### config.mk
export PLATFORM = sky130hd
export DESIGN_NAME = ce_divider_bank
export DESIGN_NICKNAME = d
export VERILOG_FILES = /design/src/rtl/ce_divider_bank.sv
export SDC_FILE = /design/constraint.sdc
export NUM_CORES = 1
export LEC_CHECK = 0
export CORE_ASPECT_RATIO = 0.7
export CORE_MARGIN = 1.5
export CORE_UTILIZATION = 46
export DETAILED_ROUTE_END_ITERATION = 12
export GPL_TIMING_DRIVEN = 0
export PLACE_DENSITY_LB_ADDON = 0.1
export SLEW_MARGIN = 20
export SYNTH_ARGS = -nofsm -noshare
export SYNTH_HDL_FRONTEND = slang
export SYNTH_SLANG_ARGS = --single-unit
### constraint.sdc
create_clock -name clk -period 3.5 [get_ports clk]
set_clock_uncertainty 0.1 [all_clocks]
set_input_delay 0.7 -clock clk [delete_from_list [all_inputs] [get_ports clk]]
set_output_delay 0.7 -clock clk [all_outputs]
set_load 0.03 [all_outputs]
### src/rtl/ce_divider_bank.sv
// Bank of independent programmable clock-enable dividers with glitch-free divisor updates.
// Define CE_FRAC_EN to add per-channel fractional period stretching.
module ce_divider_bank #(
  parameter int unsigned CHANNELS    = 2,
  parameter int unsigned DIV_W       = 8,
  parameter int unsigned FRAC_W      = 8,
  parameter int unsigned DEFAULT_DIV = 5
) (
  input  logic                       clk,
  input  logic                       n_reset,
  input  logic [CHANNELS-1:0]        enable,
  input  logic [CHANNELS*DIV_W-1:0]  div,
  input  logic [CHANNELS-1:0]        load,
  input  logic [CHANNELS*FRAC_W-1:0] frac,
  output logic [CHANNELS-1:0]        ce,
  output logic [CHANNELS-1:0]        ce_half,
  output logic [CHANNELS-1:0]        pending
);

`ifndef CE_FRAC_EN
  // frac stays in the port list so instantiations are build-independent
  logic unused_frac;
  assign unused_frac = ^frac;
`endif

  for (genvar i = 0; i < CHANNELS; i++) begin : g_ch
    logic [DIV_W:0]   cnt_q, cnt_d;
    logic [DIV_W-1:0] act_div_q, act_div_d;
    logic [DIV_W-1:0] pend_div_q, pend_div_d;
    logic             pend_q, pend_d;
    logic             ce_q, ce_d;
    logic             half_q, half_d;
    logic             stretch;
    logic [DIV_W-1:0] div_ch;
    logic [DIV_W:0]   tgt;
    logic [DIV_W:0]   cnt_inc;
    logic [DIV_W:0]   half_pt;
    logic             terminal;

    assign div_ch   = div[i*DIV_W +: DIV_W];
    assign tgt      = {1'b0, act_div_q} + {{DIV_W{1'b0}}, stretch};
    assign cnt_inc  = cnt_q + (DIV_W+1)'(1);
    assign half_pt  = ({1'b0, act_div_q} + (DIV_W+1)'(1)) >> 1;
    assign terminal = (cnt_q == tgt);

    always_comb begin
      cnt_d      = cnt_q;
      act_div_d  = act_div_q;
      pend_div_d = pend_div_q;
      pend_d     = pend_q;
      ce_d       = 1'b0;
      half_d     = 1'b0;
      if (!enable[i]) begin
        // No period in flight, so any new divisor takes effect at once
        cnt_d = '0;
        if (load[i]) begin
          act_div_d = div_ch;
        end else if (pend_q) begin
          act_div_d = pend_div_q;
        end
        pend_d = 1'b0;
      end else begin
        half_d = (act_div_q != '0) && (cnt_inc == half_pt);
        if (terminal) begin
          cnt_d = '0;
          ce_d  = 1'b1;
          if (load[i]) begin
            act_div_d = div_ch;
          end else if (pend_q) begin
            act_div_d = pend_div_q;
          end
          pend_d = 1'b0;
        end else begin
          cnt_d = cnt_inc;
          if (load[i]) begin
            pend_div_d = div_ch;
            pend_d     = 1'b1;
          end
        end
      end
    end

    always_ff @(posedge clk or negedge n_reset) begin
      if (!n_reset) begin
        cnt_q      <= '0;
        act_div_q  <= DIV_W'(DEFAULT_DIV);
        pend_div_q <= '0;
        pend_q     <= 1'b0;
        ce_q       <= 1'b0;
        half_q     <= 1'b0;
      end else begin
        cnt_q      <= cnt_d;
        act_div_q  <= act_div_d;
        pend_div_q <= pend_div_d;
        pend_q     <= pend_d;
        ce_q       <= ce_d;
        half_q     <= half_d;
      end
    end

`ifdef CE_FRAC_EN
    logic [FRAC_W-1:0] acc_q, acc_d;
    logic              stretch_q, stretch_d;
    logic [FRAC_W:0]   acc_sum;

    assign acc_sum = {1'b0, acc_q} + {1'b0, frac[i*FRAC_W +: FRAC_W]};

    // Carry out of the accumulator lengthens the next period by one clock
    always_comb begin
      acc_d     = acc_q;
      stretch_d = stretch_q;
      if (!enable[i]) begin
        acc_d     = '0;
        stretch_d = 1'b0;
      end else if (terminal) begin
        acc_d     = acc_sum[FRAC_W-1:0];
        stretch_d = acc_sum[FRAC_W];
      end
    end

    always_ff @(posedge clk or negedge n_reset) begin
      if (!n_reset) begin
        acc_q     <= '0;
        stretch_q <= 1'b0;
      end else begin
        acc_q     <= acc_d;
        stretch_q <= stretch_d;
      end
    end

    assign stretch = stretch_q;
`else
    assign stretch = 1'b0;
`endif

    assign ce[i]      = ce_q;
    assign ce_half[i] = half_q;
    assign pending[i] = pend_q;
  end

endmodule

==> impl_metrics.csv, run 1 <==
group,metric,value,unit
run_status,outcome,"complete, no violations",
die,rows,24,
power_and_ir_drop,intPower,0.00114,W
grt,grt_max_degree,57,
detailed_routing,vias_per_cell,5.10,
clocking,cts_setup_buffers,0,
logic_synthesis,yosysWarnings,0,
layout,drive_gt1_frac,0.169,
worst_hold_path,hp-class,"input pin to async pin",
clocking,cts_tree,"yes",
setup_path,crit_slowest_cell,"dfstp_2",
die,ioPinCount,44,
setup_path,r2r_start,"g_ch[1].act_div_q[0]",
detailed_routing,post_drt_wl_per_cell,14.2,um
grt,grt_use_total,0.191,
setup_path,cp_top_family,"compound AO/OA/AOI/OAI gates",
die,start_util,0.489,
clocking,clock_path_buffers,2,
layout,nFillCells,604,
logic_synthesis,synthesis.nets,348,
sta,tightestPinTransition,0.750,ns
layout,ff_latch_area,0.00141,mm^2
layout,synthToLayoutAreaGrowth,15.0,%
clocking,root_buffer,"clkbuf_8",
power_and_ir_drop,irDropWorstVdd,0.192,mV
sta,period_share,0.665,
sta,min_period,2.33,ns
clocking,clk_pin_slew,0.10,ns
grt,grt_pass1_vias,2144,
power_and_ir_drop,pwr_density_cell,448,mW/mm^2
setup_path,worstPathArrival,2.39,ns
placed_design,placed_area,0.00351,mm^2
logic_synthesis,postSynthRegisterBits,56,
setup_path,critPathLaunch,"g_ch[1].act_div_q[0]",
die,die_width,102,um
grt,overflow,0,
clocking,clock_sinks,56,
detailed_routing,detail-route-antenna-nets,0,
clocking,cts_resized,0,
clocking,holdBufCountCts,0,
placed_design,gp_congestion,0.837,
sta,max_freq,430,MHz
power_and_ir_drop,swShare,0.298,
power_and_ir_drop,p_seq_frac,0.490,
layout,multi_input_area,0.00158,mm^2
layout,fin_nets,380,
setup_path,crit_path_end_kind,"flop",
setup_path,critPathRequiredTime,3.56,ns
power_and_ir_drop,power.leakage,1.58,nW
logic_synthesis,netlist_instances,304,
clocking,cts_inserted_buffers,5,
power_and_ir_drop,switchingPower,0.000482,W
detailed_routing,route.detailed.drc,0,
placed_design,dpl.hpwl,4330,um
placed_design,dp_slack,1.10,ns
setup_path,path_class,"flop to flop",
grt,grt_first_pass_wirelength,10800,um
detailed_routing,drt_wl_total,6070,um
job,maxCapViolations,0,
detailed_routing,drtPass1Iterations,4,
sta,hold_violations,0,
power_and_ir_drop,power_frac_comb,0.242,
sta,final.setup.worst_slack,1.17,ns
setup_path,path_buf_inv,1,
die,die-area,0.00735,mm^2
setup_path,cp_cell_sequence,"inv_1, ha_1, or4b_2, nor3_1, o21ai_0, o2111a_1, nand4_1, a2111oi_1",
setup_path,max_stage_delay,0.61,ns
sta,report.final.slew_viol_count,0,
sta,tns,0,ns
setup_path,cp_max_fo,6,
clocking,insertion_delay,0.31,ns
placed_design,port_buffers,25,
layout,fin_area,0.00362,mm^2
logic_synthesis,seq_area_frac_synth,0.447,
sta,setup_viol,0,
setup_path,reg2reg_slack,1.17,ns
sta,relSlewSlack,0.500,
power_and_ir_drop,finalPower,0.00162,W
power_and_ir_drop,pwr-share-clk,0.269,
clocking,h-tree-depth,2,
die,core,0.00643,mm^2
layout,antenna_cells,0,
detailed_routing,via_count,2183,
detailed_routing,initialDrtViolationCount,114,
logic_synthesis,syn_area,0.00315,mm^2
setup_path,cp-start-kind,"flop",
grt,antenna_found_initial,0,
logic_synthesis,syn_avg_cell_area,10.3,um^2
sta,rsz0062_at_grt,"no",
die,fp.dieH,72.2,um
logic_synthesis,ys_types,43,
==> registers in the layout, summed over array words and instances (netlist names) <==
name and cells:
g_ch.pend_div_q 16, g_ch.cnt_q 18, g_ch.pend_q 2, g_ch.ce_q 2, g_ch.act_div_q 16, g_ch.half_q 2
==> layout make-up <==
cell class              count  area share
multi-input cells         222       0.437
flip-flops and latches     56       0.389
repair buffers             25      0.0685
plain buffers              18      0.0349
well taps                  91      0.0315
clock buffers               6      0.0201
clock inverters             2      0.0107
inverters                   8     0.00830
==> final timing paths <==
kind                                         end  cells past startpoint
max in group asynchronous         g_ch[0].half_q                      1
min in group clk           g_ch[1].pend_div_q[4]                      1
hold / removal                    g_ch[1].half_q                      1
hold reg to reg            g_ch[1].pend_div_q[4]                      1
setup reg to reg                  g_ch[1].half_q                      8
setup / recovery                  g_ch[1].half_q                      8
==> synthesized netlist by cell type <==
| cell type | instances | area (um^2) |
|---|---|---|
| or2_2 | 1 | 6.26 |
| a22oi_1 | 1 | 7.51 |
| nand2_1 | 11 | 41.3 |
| or4_4 | 1 | 11.3 |
| nor4_1 | 3 | 18.8 |
| or4b_2 | 1 | 10.0 |
| xor2_1 | 22 | 193 |
| ha_1 | 6 | 75.1 |
| mux2i_1 | 16 | 160 |
| o21ai_0 | 3 | 15.0 |
| xnor2_2 | 2 | 32.5 |
| nor3b_1 | 1 | 7.51 |
| clkbuf_2 | 1 | 5.00 |
| buf_4 | 8 | 60.1 |
| inv_1 | 8 | 30.0 |
| buf_2 | 4 | 20.0 |
| buf_1 | 2 | 7.51 |
| and4_1 | 1 | 8.76 |
| nor3_1 | 4 | 20.0 |
| mux2_2 | 16 | 180 |
| and3_2 | 2 | 15.0 |
| a2111oi_1 | 1 | 10.0 |
| o22a_1 | 1 | 8.76 |
| o2111a_1 | 1 | 11.3 |
| xnor2_1 | 28 | 245 |
| o211ai_1 | 1 | 7.51 |
| or3_1 | 1 | 6.26 |
| a21oi_1 | 17 | 85.1 |
| nand3_2 | 1 | 10.0 |
| a21oi_4 | 1 | 16.3 |
| a21oi_2 | 3 | 26.3 |
| a311oi_1 | 1 | 8.76 |
| a32oi_1 | 1 | 8.76 |
| nor2_2 | 1 | 6.26 |
| dfrtp_1 | 52 | 1300 |
| a221oi_1 | 1 | 8.76 |
| o221ai_1 | 1 | 8.76 |
| buf_6 | 3 | 33.8 |
| and3_1 | 5 | 31.3 |
| nand4_1 | 4 | 25.0 |
| nand3_1 | 19 | 95.1 |
| dfstp_2 | 4 | 105 |
| nor2_1 | 43 | 161 |
==> power groups by stage <==
stage	Combinational, W	Sequential [W]	Clock [W]
2_1_floorplan	0.000302	0.000783	0
3_3_place_gp	0.000384	0.000801	0
3_5_place_dp	0.000391	0.000804	0
4_1_cts	0.000394	0.000792	0.000453
5_1_grt	0.000443	0.000805	0.000479
6_report	0.000391	0.000793	0.000435
==> cell families (layout without fill, tap and decap cells) <==
group           Yosys count  count (layout)  synth area share
compound gates           33              33            0.0708
xor+xnor                 52              52             0.150
fa+ha+maj                 6               6            0.0239
buf+inv                  26              59            0.0497
flops                    56              56             0.447
mux                      32              32             0.108
simple gates             99              99             0.151
==> stage by stage <==
stage               hold slack [ns]  utilization  cells
floorplan                     0.304            -    304
global placement              0.386        0.546    420
detailed placement            0.392        0.546    420
CTS                           0.352        0.563    428
global route                  0.377        0.563    428
finish                        0.319        0.563    428
==> metal layers <==
layer	vias to the layer above	GRT usage	part of all wire
met1	1039	0.314	0.57
li1	1101	-	-
met3	5	0.0347	0.038
met5	-	0	0
met4	0	0.0594	0.011
met2	38	0.250	0.39
==> placed cells by master, fill, tap and decap left out, types with 3 or more instances in the layout <==
master / n
dfrtp_1: 52
nor2_1: 43
xnor2_1: 28
clkdlybuf4s50_1: 24
xor2_1: 22
nand3_1: 19
a21oi_1: 17
mux2i_1: 16
mux2_2: 16
nand2_1: 11
buf_4: 9
inv_1: 8
ha_1: 6
and3_1: 5
clkbuf_8: 5
nor3_1: 4
nand4_1: 4
buf_2: 4
dfstp_2: 4
nor4_1: 3
buf_6: 3
o21ai_0: 3
a21oi_2: 3
Note: power is estimated with default switching activity, not from simulation.
==> inputs of run 2 (changes only) <==
==> constraint.sdc (replaced) <==
create_clock -name clk -period 2.3 [get_ports clk]
set_clock_uncertainty 0.1 [all_clocks]
set_input_delay 0.46 -clock clk [delete_from_list [all_inputs] [get_ports clk]]
set_output_delay 0.46 -clock clk [all_outputs]
set_load 0.03 [all_outputs]
==> run 2 against run 1 <==
Compared with the run above: via count rose by 2.0%; wire length increased by 3.0%; non-clock buffer count increased by 4; design area is 2.9% higher; final cell count grew 0.93%; total power is 55% higher; sequential power increased by 53%; core utilization is 1.6 points higher; largest power group unchanged.
==> impl_metrics.csv, run 2 (synthesis gave the netlist of run 1 again) <==
group,metric,value,unit
clocking,clock_sinks,56,
die,start_util,0.489,
setup_path,r2r_start,"g_ch[1].act_div_q[0]",
layout,nFillCells,600,
detailed_routing,drt_wl_total,6260,um
detailed_routing,drtPass1Iterations,4,
run_status,outcome,"complete, no violations",
clocking,insertion_delay,0.32,ns
job,maxCapViolations,0,
power_and_ir_drop,irDropWorstVdd,0.296,mV
grt,grt_use_total,0.192,
die,fp.dieH,72.2,um
die,core,0.00643,mm^2
setup_path,path_class,"flop to flop",
grt,grt_pass1_vias,2163,
setup_path,cp_max_fo,6,
placed_design,dpl.hpwl,4330,um
layout,regMostFlops,"g_ch.cnt_q",
sta,hold_violations,0,
detailed_routing,via_count,2227,
clocking,cts_inserted_buffers,5,
clocking,clk_pin_slew,0.10,ns
layout,antenna_cells,0,
power_and_ir_drop,pwr_density_cell,673,mW/mm^2
setup_path,critPathRequiredTime,2.40,ns
detailed_routing,post_drt_wl_per_cell,14.5,um
power_and_ir_drop,power.leakage,1.64,nW
setup_path,cp_cell_sequence,"inv_1, ha_1, or4b_2, nor3_1, o21ai_0, o2111a_1, nand4_1, a2111oi_2",
clocking,cts_tree,"yes",
placed_design,port_buffers,25,
sta,period_share,0.974,
setup_path,worstPathArrival,2.34,ns
layout,largest_reg_flops,18,
setup_path,max_stage_delay,0.61,ns
setup_path,cp-start-kind,"flop",
layout,ff_latch_area,0.00141,mm^2
layout,reg_top3,"g_ch.cnt_q: 18 flops, g_ch.act_div_q: 16 flops, g_ch.pend_div_q: 16 flops",
clocking,h-tree-depth,2,
grt,grt_max_degree,57,
layout,final_cell_mix,"dfrtp_1, nor2_1, xnor2_1",
die,ioPinCount,44,
die,die_width,102,um
grt,grt_first_pass_wirelength,10800,um
sta,max_freq,446,MHz
placed_design,gp_congestion,0.837,
sta,relSlewSlack,0.495,
setup_path,critPathLaunch,"g_ch[1].act_div_q[0]",
layout,fin_nets,384,
detailed_routing,route.detailed.drc,0,
sta,tightestPinTransition,0.757,ns
die,die-area,0.00735,mm^2
layout,multi_input_area,0.00166,mm^2
detailed_routing,initialDrtViolationCount,111,
setup_path,worstRegToRegCells,8,
layout,synthToLayoutAreaGrowth,18.4,%
layout,layout_commonest_cell,"dfrtp_1",
detailed_routing,vias_per_cell,5.16,
sta,min_period,2.24,ns
grt,antenna_found_initial,0,
sta,report.final.slew_viol_count,0,
clocking,holdBufCountCts,0,
clocking,root_buffer,"clkbuf_8",
setup_path,crit_slowest_cell,"dfstp_2",
detailed_routing,detail-route-antenna-nets,0,
layout,drive_gt1_frac,0.194,
sta,setup_viol,0,
die,rows,24,
worst_hold_path,hp-class,"input pin to async pin",
sta,rsz0062_at_grt,"yes",
clocking,clock_path_buffers,2,
layout,fin_cells,432,
placed_design,numPlacedInstances,420,
layout,final_core_util,0.579,
setup_path,crit_path_end_kind,"flop",
grt,overflow,0,
## run 2: cell types whose count changed in the layout (fill, tap and decap cells not counted), sizes merged
cell and delta:
buf +4
## run 2: final timing paths
path,endpoint,slack (ns)
setup reg to reg,g_ch[1].half_q,0.06
hold reg to reg,g_ch[1].pend_div_q[4],0.41
setup / recovery,g_ch[1].half_q,0.06
max in group asynchronous,g_ch[0].cnt_q[0],1.51
hold / removal,g_ch[1].cnt_q[4],0.08
min in group clk,g_ch[1].pend_div_q[4],0.41
## run 2: per-stage QoR
step / setup WS, ns / cell area, um^2 / setup TNS, ns / power (W) / hold WS [ns]
after global placement: -1.14 / 3510 / -61.22 / 0.00180 / 0.386
after floorplan: 0.186 / 3150 / 0 / 0.00165 / 0.0644
after global routing: -0.00820 / 3720 / -0.0377 / 0.00266 / 0.137
after detailed placement: 0.0109 / 3510 / 0 / 0.00182 / 0.392
final: 0.0588 / 3720 / 0 / 0.00250 / 0.0784
after CTS: 0.00466 / 3620 / 0 / 0.00250 / 0.112
## run 2: report_power, final
group | switching, W | total [W] | internal (W) | leakage [nW]
registers | 0.000112 | 0.00121 | 0.00110 | 0.689
clock network | 0.000336 | 0.000665 | 0.000330 | 0.0558
logic | 0.000307 | 0.000629 | 0.000322 | 0.897
## run 2: metal layers
metal / track usage / up-vias / wire [um]
met3: 0.0347 / 7 / 283
met5: 0 / - / 0
met4: 0.0594 / 0 / 78
met1: 0.314 / 1066 / 3450
met2: 0.253 / 46 / 2450
li1: - / 1108 / -
## run 2: area by class of cell
cell class,count,area share
Inverter,8,0.00806
Buffer,18,0.0339
Timing Repair Buffer,29,0.0746
Clock inverter,2,0.0104
Multi-Input combinational cell,222,0.445
Sequential cell,56,0.378
Tap cell,91,0.0306
Clock buffer,6,0.0195
## run 2: critical path, delay by kind of cell, from the launching register on
kind / cells / cell delay (ns)
simple gates: 3 / 0.35
flops: 1 / 0.61
compound gates: 3 / 0.82
fa+ha+maj: 1 / 0.18
buf+inv: 1 / 0.06
## run 2: repair_timing
action / CTS / global route
buffers inserted: 0 / 4
pin swaps: 0 / 3
hold endpoints to repair: 0 / 0
setup endpoints to repair: 8 / 32
resized for setup: 1 / 15
